--- src/rtl/clock_divider.sv ---
// Integer clock divider with 50% duty cycle for even and odd ratios.
// Odd ratios stretch the high phase by half an input period with a negedge copy of p.
module clock_divider #(
  parameter int DIVISOR = 5
) (
  input  logic clk_in,
  input  logic rst_n,
  output logic clk_out
);

  localparam int unsigned CW   = (DIVISOR > 1) ? $clog2(DIVISOR) : 1;
  localparam int unsigned HALF = (DIVISOR > 1) ? DIVISOR / 2 : 0;
  localparam int unsigned LAST = (DIVISOR > 1) ? DIVISOR - 1 : 0;

  if (DIVISOR < 1) begin : g_bad
    $error("clock_divider: DIVISOR must be >= 1, got %0d", DIVISOR);
    assign clk_out = 1'b0;
  end else if (DIVISOR == 1) begin : g_pass
    assign clk_out = clk_in & rst_n;
  end else begin : g_div
    logic [CW-1:0] cnt;
    logic [CW-1:0] cnt_next;
    logic          run;
    logic          p;

    // run is low only until the first edge after reset, so that edge lands on cnt=0
    always_comb begin
      cnt_next = '0;
      if (run && (cnt != CW'(LAST))) begin
        cnt_next = cnt + CW'(1);
      end
    end

    always_ff @(posedge clk_in or negedge rst_n) begin
      if (!rst_n) begin
        cnt <= '0;
        run <= 1'b0;
        p   <= 1'b0;
      end else begin
        cnt <= cnt_next;
        run <= 1'b1;
        p   <= (cnt_next < CW'(HALF));
      end
    end

    if ((DIVISOR % 2) == 0) begin : g_even
      assign clk_out = p;
    end else begin : g_odd
      logic q;

      // q trails p by half a period; p and q never toggle on the same edge
      always_ff @(negedge clk_in or negedge rst_n) begin
        if (!rst_n) begin
          q <= 1'b0;
        end else begin
          q <= p;
        end
      end

      assign clk_out = p | q;
    end
  end

endmodule

--- config.mk ---
export PLATFORM = sky130hd
export DESIGN_NAME = clock_divider
export DESIGN_NICKNAME = d
export VERILOG_FILES = /design/src/rtl/clock_divider.sv
export SDC_FILE = /design/constraint.sdc
export NUM_CORES = 1
export LEC_CHECK = 0
export CAP_MARGIN = 5
export CORE_AREA = 2 2 39 41
export DETAILED_ROUTE_END_ITERATION = 7
export DIE_AREA = 0 0 41 43
export PLACE_DENSITY = 0.33
export SYNTH_ARGS = -nofsm -noshare
export SYNTH_HDL_FRONTEND = slang
export SYNTH_SLANG_ARGS = --single-unit
export TNS_END_PERCENT = 100
--- constraint.sdc ---
create_clock -name clk_in -period 2 [get_ports clk_in]
set_clock_uncertainty 0.2 [all_clocks]
set_input_delay 0.4 -clock clk_in [delete_from_list [all_inputs] [get_ports clk_in]]
set_output_delay 0.4 -clock clk_in [all_outputs]
set_load 0.03 [all_outputs]
==> results of run 1 <==
## layout by cell type, fill, tap and decap left out
cell,n
mux2i_1,1
clkbuf_4,3
or2_4,1
inv_1,2
clkdlybuf4s50_1,1
dfrtn_1,1
dfrtp_1,5
nor2b_1,2
ha_1,2
clkbuf_1,1
nor2_1,1
conb_1,1
o21ai_1,1
and3_1,2
buf_4,1
nand2_1,1
o311ai_1,1
buf_6,1
## registers in the layout, indices dropped and copies added, names as in the netlist
name           flops
g_div.cnt          3
g_div.g_odd.q      1
g_div.p            1
g_div.run          1
## final cells by class
cell class	instances	area, sq um	share of cell area
Inverter	2	7.507	0.02299
Timing Repair Buffer	3	28.78	0.08812
Sequential cell	6	150.1	0.4598
Multi-Input combinational cell	13	93.84	0.2874
Tap cell	16	20.02	0.06130
Clock buffer	4	26.28	0.08046
## power by group
part,internal (mW),total [mW],switching [mW]
Clock,0.0757,0.121,0.0453
Combinational,0.0194,0.0384,0.0189
Sequential,0.134,0.141,0.00672
## worst max-delay path: stages (launching register included)
cell	delay, ns
dfrtn_1	0.32
or2_4	0.22
buf_6	0.13
## metrics by stage
stage               setup TNS (ns)  utilization  power [mW]  cell area [sq um]
detailed placement         -0.2863       0.2143      0.1810              296.5
finish                     -0.5278       0.2360      0.3005              326.6
global placement           -0.2838       0.2143      0.1792              296.5
CTS                        -0.5376       0.2360      0.3095              326.6
floorplan                  -0.1693            -      0.1665              251.5
global route               -0.5536       0.2360      0.3252              326.6
## routing by layer
| metal | up-vias | share of wire |
|---|---|---|
| met5 | - | 0 |
| li1 | 81 | - |
| met1 | 83 | 0.34 |
| met2 | 3 | 0.59 |
| met3 | 0 | 0.071 |
| met4 | 0 | 0 |
## worst max path at each step
stage / start / endpoint
after global placement: g_div.g_odd.q / clk_out
after detailed placement: g_div.g_odd.q / clk_out
after global routing: g_div.g_odd.q / clk_out
after CTS: g_div.g_odd.q / clk_out
after floorplan: g_div.g_odd.q / clk_out
final: g_div.g_odd.q / clk_out
## kinds of logic after synthesis
group | Yosys count
AND/OR/NAND/NOR | 7
flip-flops | 6
AO/OA/AOI/OAI | 2
buffers and inverters | 2
adder cells (fa/ha/maj) | 2
multiplexers | 1
other | 1
## what timing repair did
item                                    CTS  global route
resized for setup                         1             0
endpoints found under the setup margin    1             1
hold endpoints to repair                  0             0
==> results.sh, run 1 <==
export IMPL_status="finished with violations"
export IMPL_failed_checks="negative setup slack"
export IMPL_wire_per_inst_um=9.250
export IMPL_grt_pass1_vias=192
export IMPL_clkSlewWorstSetupHoldPaths_ns=0.05
export IMPL_cp_end_kind="output port"
export IMPL_antenna_found_initial=0
export IMPL_hp_class="in -> async"
export IMPL_cts_max_level=1
export IMPL_dieArea_sq_um=1763
export IMPL_cts_buffers=3
export IMPL_finalNonFillerCells=44
export IMPL_use_met2=0.1094
export IMPL_drc=0
export IMPL_synth_area_sq_um=249.0
export IMPL_worstRegToRegCells=0
export IMPL_grt_ovfl_total=0
export IMPL_async_flop_share=1.000
export IMPL_core_area_sq_um=1384
export IMPL_reg2reg_setup_slack_ns=0.28
export IMPL_hold_viol_final=0
export IMPL_grt_pass1_wl_um=752
export IMPL_final_layout_size_suffix_gt1_frac=0.2143
export IMPL_dr_total_vias=167
export IMPL_critPathLaunchType="register"
export IMPL_r2r_end="g_div.g_odd.q"
export IMPL_cts_tree="yes"
export IMPL_synth_top_family_by_area="simple AND/OR/NAND/NOR gates"
export IMPL_gp_congestion=0.6178
export IMPL_power_density_nw_per_um2=920.2
export IMPL_cap_violations=0
export IMPL_grtUsageMet1=0.06250
export IMPL_yosys_top_cells_count="dfrtp_1 (5), and3_1 (2), ha_1 (2), inv_1 (2), nor2b_1 (2)"
export IMPL_synth_seq_cells=6
export IMPL_rsz0062_at_grt="true"
export IMPL_antenna_cells=0
export IMPL_postRouteAntennaNets=0
export IMPL_post_dp_hpwl_um=326.5
export IMPL_post_cts_buffers=0
export IMPL_yosys_area_share_xor_xnor=0
export IMPL_fin_ws_ns=-0.5278
export IMPL_cts_hold_buf=0
export IMPL_rows=14
export IMPL_synth_compound_area_frac=0.05528
export IMPL_synth_edf_count=0
export IMPL_start_util=0.1799
export IMPL_clk_latency_ns=0.25
export IMPL_leakage_nw=0.1477
export IMPL_vdd_drop_max_v=0.0003778
export IMPL_clkSinkCount=6
export IMPL_synth_nets=25
export IMPL_ys_warn_count=0
export IMPL_die_w_um=41
export IMPL_slew_violations=0
export IMPL_busiest_layer="met2"
export IMPL_grt_total_usage=0.07280
export IMPL_avgViaCountPerCell=3.795
export IMPL_grt_start_max_net_pins=6
export IMPL_fin_nets=33
export IMPL_yosysMostFrequentCell="dfrtp_1"
export IMPL_ioPinCount=3
export IMPL_r2r_start="g_div.p"
export IMPL_portBuffers=2
export IMPL_finalWirelength_um=407
export IMPL_fp_dieH_um=43
export IMPL_holdWs_ns=0.2691
export IMPL_fill_cells=151
export IMPL_crit_path_max_fanout=1
export IMPL_clock_tree_root_cell="clkbuf_4"
export IMPL_synth_ff_type="dfrtp_1"
export IMPL_synth_area_leader_cell="dfrtp_1"
export IMPL_synthAdderAreaFrac=0.1005
export IMPL_worstPathRequired_ns=1.40
export IMPL_setup_viol=1
export IMPL_synth_distinct_cells=13
export IMPL_drt_iter0_drc=6
export IMPL_ys_top_cells_by_area="dfrtp_1 (50%), dfrtn_1 (10%), ha_1 (10%)"
export IMPL_crit_arrival_ns=1.93
export IMPL_grt_util_met3=0.06283
export IMPL_critPathKind="reg -> out"
export IMPL_post_place_ws_ns=-0.2863
export IMPL_syn2layout_area_growth_pct=31.16
export IMPL_synthSimpleGateAreaFrac=0.1558
export IMPL_seq_area_frac_synth=0.6030
export IMPL_synth_top_cell_area_share=0.5025
export IMPL_synthCells=21
export IMPL_synthMuxAreaShare=0.04020
export IMPL_dr_pass1_iters=2
export IMPL_avgSynthCellArea_sq_um=11.86
export IMPL_post_place_cells=40
export IMPL_cts_path_max_buffers=2
(Power assumes the default switching activity.)
==> inputs of run 2 (changes only) <==
--- a/constraint.sdc
+++ b/constraint.sdc
@@ -4,2 +4,2 @@
 set_output_delay 0.4 -clock clk_in [all_outputs]
-set_load 0.03 [all_outputs]
+set_load 0.05 [all_outputs]
==> results.sh, run 2 (synthesis gave the netlist of run 1 again) <==
export IMPL_dieArea_sq_um=1763
export IMPL_hold_viol_final=0
export IMPL_die_w_um=41
export IMPL_avgViaCountPerCell=3.636
export IMPL_multiInputGateArea_sq_um=93.84
export IMPL_vdd_drop_max_v=0.0002925
export IMPL_cpLargestDelayFamily="flip-flops"
export IMPL_critPathBufInv=1
export IMPL_critPathLaunchType="register"
export IMPL_place_area_sq_um=309.0
export IMPL_portBuffers=2
export IMPL_worstPathRequired_ns=1.40
export IMPL_slowest_stage="dfrtn_1"
export IMPL_status="finished with violations"
export IMPL_regArea_sq_um=150.1
export IMPL_drc=0
export IMPL_slew_violations=0
export IMPL_syn2layout_area_growth_pct=34.67
export IMPL_postCtsResizedCells=0
export IMPL_leakage_nw=0.1523
export IMPL_grt_start_max_net_pins=6
export IMPL_cts_hold_buf=0
export IMPL_largest_reg_flops=3
export IMPL_start_util=0.1799
export IMPL_grt_total_usage=0.06465
export IMPL_post_cts_buffers=0
export IMPL_setup_viol=1
export IMPL_total_power_mw=0.3088
export IMPL_fill_cells=152
export IMPL_layout_common_cells="dfrtp_1 (5), clkbuf_4 (3)"
export IMPL_rows=14
export IMPL_max_stage_delay_ns=0.31
export IMPL_failed_checks="negative setup slack"
export IMPL_antenna_found_initial=0
export IMPL_postRouteAntennaNets=0
export IMPL_dr_total_vias=160
export IMPL_clkSinkCount=6
export IMPL_cap_violations=0
export IMPL_post_dp_hpwl_um=330.2
export IMPL_wire_per_inst_um=9.273
export IMPL_finalWirelength_um=408
export IMPL_clk_latency_ns=0.25
export IMPL_layout_commonest_cell="dfrtp_1"
export IMPL_fin_area_sq_um=335.3
export IMPL_crit_chain="or2_4 -> buf_12"
export IMPL_fin_ws_ns=-0.5495
export IMPL_fin_nets=33
export IMPL_drt_iter0_drc=0
export IMPL_critPathKind="reg -> out"
export IMPL_clock_tree_root_cell="clkbuf_4"
export IMPL_hp_class="in -> async"
export IMPL_cts_max_level=1
export IMPL_top_register="g_div.cnt"
export IMPL_cts_buffers=3
export IMPL_clkSlewWorstSetupHoldPaths_ns=0.05
export IMPL_grt_pass1_wl_um=676
export IMPL_grt_pass1_vias=160
export IMPL_holdWs_ns=0.2504
export IMPL_core_area_sq_um=1384
export IMPL_crit_path_max_fanout=1
export IMPL_final_layout_size_suffix_gt1_frac=0.2143
export IMPL_fp_dieH_um=43
export IMPL_cts_tree="yes"
export IMPL_cts_path_max_buffers=2
export IMPL_rsz0062_at_grt="true"
export IMPL_power_density_nw_per_um2=920.8
export IMPL_dr_pass1_iters=1
export IMPL_ioPinCount=3
export IMPL_gp_congestion=0.6226
export IMPL_cp_end_kind="output port"
export IMPL_crit_arrival_ns=1.95
export IMPL_post_place_ws_ns=-0.2813
export IMPL_antenna_cells=0
export IMPL_grt_ovfl_total=0
-- run 2: cell types whose count changed in the layout (fill, tap and decap cells not counted) --
cell | previous run | this run
buf_12 | 0 | 1
buf_6 | 1 | 0
-- run 2: path summary, 6_finish.rpt --
check                              startpoint            end  slack (ns)  depth (start not counted)
worst max-delay path            g_div.g_odd.q        clk_out       -0.55                          2
worst min-delay path                    rst_n        g_div.p        0.25                          2
worst max register to register        g_div.p  g_div.g_odd.q        0.27                          0
worst min register to register      g_div.run        g_div.p        0.32                          1
max in group asynchronous               rst_n  g_div.g_odd.q        0.47                          1
min in group clk_in                 g_div.run        g_div.p        0.32                          1
-- run 2: area by class of cell --
cell class / instances / share of cell area
Clock buffer: 4 / 0.07836
Multi-Input combinational cell: 13 / 0.2799
Tap cell: 16 / 0.05970
Inverter: 2 / 0.02239
Timing Repair Buffer: 3 / 0.1119
Sequential cell: 6 / 0.4478
-- run 2: through the flow --
step                      std cells    util  TNS (ns)
after floorplan                  21       -   -0.1997
after global placement           40  0.2233   -0.2836
after detailed placement         40  0.2233   -0.2813
after CTS                        44  0.2423   -0.5586
after global routing             44  0.2423   -0.5751
final                            44  0.2423   -0.5495
-- run 2: where the power goes --
part	switching, mW	internal [mW]
sequential	0.00652	0.134
combinational	0.0210	0.0221
clock	0.0490	0.0759
-- run 2: layer usage --
layer | part of all wire | global-route usage | up-vias
li1 | - | - | 83
met1 | 0.38 | 0.05902 | 74
met2 | 0.58 | 0.09688 | 3
met3 | 0.034 | 0.03141 | 0
met4 | 0 | 0.06000 | 0
met5 | 0 | 0 | -
==> variant, RTL diff (settings of run 1) <==
Reset style: synchronous (`rst_n`), changed in 2 clocked blocks.
--- a/src/rtl/clock_divider.sv
+++ b/src/rtl/clock_divider.sv
@@ -31,7 +31,7 @@
       end
     end
 
-    always_ff @(posedge clk_in or negedge rst_n) begin
+    always_ff @(posedge clk_in) begin
       if (!rst_n) begin
         cnt <= '0;
         run <= 1'b0;
@@ -49,7 +49,7 @@
       logic q;
 
       // q trails p by half a period; p and q never toggle on the same edge
-      always_ff @(negedge clk_in or negedge rst_n) begin
+      always_ff @(negedge clk_in) begin
         if (!rst_n) begin
           q <= 1'b0;
         end else begin
Check against the original RTL: not checked (the comparison handles one clock edge and no latches or derived clocks); the edit may change what the design does.
==> variant against run 1 <==
  * The flow still finishes with violations (setup timing)
  * Core utilization increased by 0.090 points
  * Largest cell class unchanged
  * Critical path type unchanged
  * Sequential cell count unchanged
  * Synthesized area decreased by 0.50%
  * Setup slack got worse by 0.016 ns
  * Power decreased by 1.1%
  * Final area increased by 0.38%
  * Sequential power decreased by 8%
  * Wire length increased by 4.4%
==> variant: results (changes against run 1) <==
| Metric | Value |
|---|---|
| Status | finished with violations (unchanged) |
| Violated checks | setup timing (unchanged) |
| Maximum vdd drop | 0.0002434 V (was 0.0003778 V) |
| DR WL/cell | 8.854 um (was 9.250 um) |
| Async S/R FF share, synth | 0% (was 100.0%) |
| Final core occ | 23.69% (was 23.60%) |
| Top FF cell, synth | dfxtp_1 (was dfrtp_1) |
| Non-clock buffer share | 9.542% (was 8.812%) |
| Met2 Usage GRT | 8.125% (was 10.94%) |
| Clock-cell share of area | 9.160% (was 8.046%) |
| GPL Wtd Cong | 0.6339 (was 0.6178) |
| Switching part of the total | 25.41% (was 23.61%) |
| Non-Clock Inverter Count | 4 (was 2) |
| Nets | 37 (was 33) |
| Layout cell share with drive strength beyond 1 | 18.75% (was 21.43%) |
| Met1 wire length | 171 um (was 137 um) |
| First-pass GRT wire length | 696 um (was 752 um) |
| Synth Area in Compound Gates | 16.67% (was 5.528%) |
| DRT Wirelength | 425 um (was 407 um) |
| Met2 WL | 191 um (was 239 um) |
| Crit path from | g_div.g_odd.q$_SDFF_NN0_ (was g_div.g_odd.q$_DFF_NN0_) |
| Top cells by area, synth | dfxtp_1, ha_1, inv_1, a211oi_1, nor2b_1 (was dfrtp_1, dfrtn_1, ha_1, and3_1, nor2b_1) |
| Final setup vio count | 1 (unchanged) |
| Post-DP Area | 297.8 um2 (was 296.5 um2) |
| Lkg Pwr | 0.1630 nW (was 0.1477 nW) |
| Setup WS post-layout | -0.5433 ns (was -0.5278 ns) |
| Vias in the first global route | 177 (was 192) |
| Synthesized-area fraction occupied by adder cells | 10.10% (was 10.05%) |
| Met1 Use GR | 6.149% (was 6.250%) |
| Setup_tns | -0.5433 ns (was -0.5278 ns) |
| Max layer used | met4 (was met3) |
| Hold Path Class | primary input to flop (was primary input to async pin) |
| Routed wl met3 | 34 um (was 29 um) |
| Sequential area share after synthesis | 48.48% (was 60.30%) |
| Post-synth top cells | dfxtp_1, inv_1, a211oi_1, ha_1, nor2b_1 (was dfrtp_1, and3_1, ha_1, inv_1, nor2b_1) |
| Met3 GRT Util | 4.712% (was 6.283%) |
| Gr usage total | 6.942% (was 7.280%) |
variant: cell types whose count changed after synthesis, sizes merged, moves of 2 or more:
cell	delta
dfxtp	+6
dfrtp	-5
inv	+3
a211oi	+2
and3	-2
variant: power by group through the flow:
stage,Combinational [W],Sequential [W],Clock (W)
floorplan,0.0000192,0.000131,0.00000626
global placement,0.0000296,0.000132,0.00000626
detailed placement,0.0000296,0.000132,0.00000626
CTS,0.0000309,0.000130,0.000143
global route,0.0000335,0.000131,0.000146
finish,0.0000301,0.000130,0.000137
variant: worst paths after layout:
check	endpoint	slack [ns]	cells past startpoint
max	clk_out	-0.54	2
min	g_div.run$_DFF_P_	0.21	2
max reg2reg	g_div.g_odd.q$_SDFF_NN0_	0.31	1
min reg2reg	g_div.cnt[0]$_SDFF_PN0_	0.25	1
variant: worst max-delay path, cell delays in order, from the launching register on:
cell and delay (ns):
dfxtp_1 0.28, or2_4 0.22, buf_6 0.13
